[src/rtl/control_red.sv]
// rtl/control_red.sv - request/grant controller around an external three-cell priority network
// Define ROUND_ROBIN_EN to rotate priority past the last winner; otherwise requester 0 always leads.
module control_red #(
   parameter int MAX_CICLOS = 8
) (
   input  logic       clk,
   input  logic       reset,
   input  logic [2:0] sol,
   input  logic [2:0] hecho,
   output logic [2:0] L,
   input  logic [2:0] Z,
   input  logic       I,
   output logic [2:0] conc,
   output logic       expiro,
   output logic       error
);

   typedef enum logic [1:0] {ESPERA, EVALUA, CONCEDE, LIBERA} state_t;

   state_t     state, state_n;
   logic [2:0] L_n, conc_n, conc_w;
   logic [1:0] ptr, ptr_n, idx, idx_n, win_idx;
   logic [3:0] cnt, cnt_n;
   logic       z_onehot;

   // Network cell k sees requester (k+p) mod 3.
   function automatic logic [2:0] rot(input logic [2:0] v, input logic [1:0] p);
      case (p)
         2'd1:    rot = {v[0], v[2], v[1]};
         2'd2:    rot = {v[1], v[0], v[2]};
         default: rot = v;
      endcase
   endfunction

   // Inverse of rot: network cell k maps back to requester (k+p) mod 3.
   function automatic logic [2:0] unrot(input logic [2:0] z, input logic [1:0] p);
      case (p)
         2'd1:    unrot = {z[1], z[0], z[2]};
         2'd2:    unrot = {z[0], z[2], z[1]};
         default: unrot = z;
      endcase
   endfunction

   assign z_onehot = (Z == 3'b001) || (Z == 3'b010) || (Z == 3'b100);
   assign conc_w   = unrot(Z, ptr);
   assign win_idx  = conc_w[2] ? 2'd2 : (conc_w[1] ? 2'd1 : 2'd0);

   always_ff @(posedge clk) begin
      if (!reset) begin
         state <= ESPERA;
         L     <= 3'b000;
         conc  <= 3'b000;
         ptr   <= 2'd0;
         idx   <= 2'd0;
         cnt   <= 4'd0;
      end else begin
         state <= state_n;
         L     <= L_n;
         conc  <= conc_n;
         ptr   <= ptr_n;
         idx   <= idx_n;
         cnt   <= cnt_n;
      end
   end

   always_comb begin
      state_n = state;
      L_n     = L;
      conc_n  = conc;
      ptr_n   = ptr;
      idx_n   = idx;
      cnt_n   = cnt;
      expiro  = 1'b0;
      error   = 1'b0;
      case (state)
         ESPERA: begin
            L_n    = 3'b000;
            conc_n = 3'b000;
            if (sol != 3'b000) begin
               L_n     = rot(sol, ptr);
               state_n = EVALUA;
            end
         end
         EVALUA: begin
            if (I) begin
               L_n     = 3'b000;
               state_n = ESPERA;
            end else if (z_onehot) begin
               conc_n  = conc_w;
               idx_n   = win_idx;
               cnt_n   = 4'd0;
               state_n = CONCEDE;
            end else begin
               error   = 1'b1;
               L_n     = 3'b000;
               conc_n  = 3'b000;
               state_n = ESPERA;
            end
         end
         CONCEDE: begin
            // A release in the timeout cycle wins, so expiro only fires without hecho.
            if (hecho[idx] || (cnt == 4'(MAX_CICLOS - 1))) begin
               expiro  = ~hecho[idx];
               conc_n  = 3'b000;
               L_n     = 3'b000;
               state_n = LIBERA;
            end else begin
               cnt_n = cnt + 4'd1;
            end
         end
         LIBERA: begin
            conc_n  = 3'b000;
            L_n     = 3'b000;
`ifdef ROUND_ROBIN_EN
            ptr_n   = (idx == 2'd2) ? 2'd0 : 2'(idx + 2'd1);
`else
            ptr_n   = 2'd0;
`endif
            state_n = ESPERA;
         end
         default: state_n = ESPERA;
      endcase
      // Pulses are suppressed while reset is held so a mid-grant reset never reports a timeout.
      if (!reset) begin
         expiro = 1'b0;
         error  = 1'b0;
      end
   end

endmodule

[config.mk]
export PLATFORM = sky130hd
export DESIGN_NAME = control_red
export DESIGN_NICKNAME = d
export VERILOG_FILES = /design/src/rtl/control_red.sv
export SDC_FILE = /design/constraint.sdc
export NUM_CORES = 1
export LEC_CHECK = 0
export CORE_UTILIZATION = 45
export CTS_CLUSTER_SIZE = 8
export DETAILED_ROUTE_END_ITERATION = 7
export GPL_ROUTABILITY_DRIVEN = 0
export HOLD_SLACK_MARGIN = 0.06
export PLACE_DENSITY = 0.76
export SYNTH_ARGS = -nofsm -noshare
export SYNTH_HDL_FRONTEND = slang
export SYNTH_SLANG_ARGS = --single-unit
[constraint.sdc]
create_clock -name clk -period 1.9 [get_ports clk]
set_input_delay 0.38 -clock clk [delete_from_list [all_inputs] [get_ports clk]]
set_output_delay 0.38 -clock clk [all_outputs]
set_load 0.01 [all_outputs]
==> impl_metrics.json <==
{
  "power_leakage_nw": 0.444,
  "synth_edf_count": 0,
  "async_flop_share": 0,
  "start_util": 0.478,
  "ys_seq_area_frac": 0.390,
  "syn_inst": 82,
  "cts_root_buffer": "clkbuf_4",
  "num_vias": 791,
  "holdCritPathClass": "reg2reg",
  "dpl_cell_area_mm2": 0.00107,
  "synth_compound_area_frac": 0.198,
  "ir_worst_vdd_mv": 0.537,
  "dp_slack_ps": -494,
  "crit_fanout": 2,
  "end_kind": "output port",
  "port-buffer-count": 19,
  "maxSlewViolCount": 0,
  "total_power_w": 0.000681,
  "cts-htree-levels": 1,
  "grt_overflow": 0,
  "fin_area_mm2": 0.00114,
  "finClkSkew_ps": 2.96,
  "post-route-period-util": 0.990,
  "drive_gt1_frac": 0.286,
  "final_cell_mix": "23 x buf_4, 14 x dfxtp_1, 14 x clkdlybuf4s50_1, 9 x nand3_1",
  "cts.sinks": 14,
  "synth_xor_area_frac": 0.0122,
  "io_pins": 20,
  "synth_top_family_by_area": "simple AND/OR/NAND/NOR gates",
  "core-area_mm2": 0.00151,
  "hold_violations": 0,
  "worst_slack_ps": 18.4,
  "criticalPathCategory": "in2out",
  "synth_area_leader_cell": "dfxtp_1",
  "synth_fa_ha_area_frac": 0.0174,
  "synthesis.area_um2": 719,
  "place_hpwl_um": 1460,
  "grt_pass1_wl_um": 3460,
  "final_common_cell": "buf_4",
  "crit_arrival_ps": 1500,
  "cap_violations": 0,
  "yosys_warnings": 0,
  "grt_max_degree": 12,
  "cts_tree": "built",
  "grt_pass1_vias": 771,
  "viasPerCell": 5.57,
  "synth_top_area_share": 0.390,
  "die_w_um": 42.0,
  "area_growth_pct": 59.1,
  "firstDrtPassIters": 4,
  "wire_per_inst_um": 14.1,
  "finalSetupViolCount": 0,
  "row_count": 14,
  "synth_area_leaders": "dfxtp_1 39%, nand3_1 6.3%, nand3b_1 6.3%, o21ai_0 4.9%, mux2i_1 4.2%",
  "synth_fp_nets": 95,
  "n_antenna_cell": 0,
  "drc_errors": 0,
  "die-area_mm2": 0.00176,
  "drt_iter0_markers": 11,
  "worst_slew_pin_slew_ps": 422,
  "ys_seq_elements": 14,
  "synthMuxAreaShare": 0.0417,
  "cp-start-kind": "input pin",
  "maxSlewHeadroom": 0.715,
  "totalWireLength_um": 2000,
  "synth_area_per_cell_um2": 8.77,
  "cts_buffers": 3,
  "synth_cell_types": 31,
  "grt_util_all_layers": 0.256,
  "critPathRequiredTime_ps": 1520,
  "clk_pin_slew_worst_paths_ps": 90,
  "rsz0062_at_grt": "true",
  "postRouteAntennaNets": 0,
  "antenna_found_initial": 0,
  "clock_path_buffers": 2,
  "fin_nets": 140,
  "power_density_mw_per_mm2": 595,
  "outcome": "complete, no violations",
  "clkLatencyLatePin_ps": 300,
  "min_period_ps": 1880,
  "fmax_ghz": 0.531,
  "synthFlopType": "dfxtp_1",
  "yosys.area_share.simple": 0.320,
  "die_y_um": 42.0
}
[power breakdown]
group / switching, W / internal [W] / leakage (nW) / total (W)
Sequential: 0.00000693 / 0.000303 / 0.114 / 0.000310
Clock: 0.000116 / 0.000117 / 0.0210 / 0.000233
Combinational: 0.0000581 / 0.0000799 / 0.309 / 0.000138
[final timing paths]
| kind | startpoint | to | slack, ps | cells after the start |
|---|---|---|---|---|
| worst max-delay path | hecho[1] | expiro | 20 | 5 |
| worst min register to register | L[1]$_SDFFE_PN0P_ | L[1]$_SDFFE_PN0P_ | 470 | 2 |
| worst max register to register | idx[0]$_SDFFE_PN0P_ | cnt[3]$_SDFFE_PN0P_ | 90 | 7 |
| worst min-delay path | L[1]$_SDFFE_PN0P_ | L[1]$_SDFFE_PN0P_ | 470 | 2 |
[sequential cells by signal, summed over array words and instances, names as in the netlist, named ones only]
register	count
conc	3
cnt	4
idx	2
state	1
L	3
[per-stage QoR]
stage / hold WS (ps) / TNS (ps) / utilization / cells
2_1_floorplan: 469 / 0 / - / 82
3_3_place_gp: 450 / -1500 / 0.712 / 135
3_5_place_dp: 452 / -1830 / 0.712 / 135
4_1_cts: 468 / 0 / 0.740 / 140
5_1_grt: 501 / -81.0 / 0.760 / 142
6_report: 468 / 0 / 0.760 / 142
[metal layers]
metal,track usage,vias to the layer above,wire (um)
met1,0.332,372,889
met3,0.0388,5,74
met4,0.0968,0,38
met2,0.428,15,996
met5,0,-,0
li1,-,399,-
[cells by family after synthesis]
| group | after synthesis |
|---|---|
| XOR/XNOR | 1 |
| AO/OA/AOI/OAI | 20 |
| buffers and inverters | 4 |
| adder cells (fa/ha/maj) | 1 |
| flip-flops | 14 |
| multiplexers | 3 |
| AND/OR/NAND/NOR | 39 |
[layout make-up]
class / count / area (um2)
inverters: 2 / 7.51
flip-flops and latches: 14 / 280
well taps: 16 / 20.0
clock buffers: 4 / 36.3
fillers: 125 / 362
multi-input cells: 64 / 442
repair buffers: 42 / 359
[worst max-delay path, cell delays in order]
cell             delay (ps)
clkdlybuf4s50_1         400
mux2i_1                 200
o211ai_1                150
nor3_2                  130
clkdlybuf4s15_2         240
[Yosys cell counts, types with 2 or more instances]
cell       n
a21oi_1    5
inv_1      2
nor2_1     3
mux2i_1    3
dfxtp_1   14
o21ai_0    7
nand3_1    9
clkbuf_1   2
nand2_1    7
nor3_1     2
nor4b_1    3
nand3b_1   6
[repair_timing]
action | 4_1_cts | 5_1_grt
gates resized for setup | 11 | 3
buffers inserted | 1 | 2
hold endpoints to repair | 0 | 0
setup endpoints to repair | 2 | 2
pin swaps | 2 | 0
hold buffers | 0 | 0
Note: power is estimated with default switching activity, not from simulation.
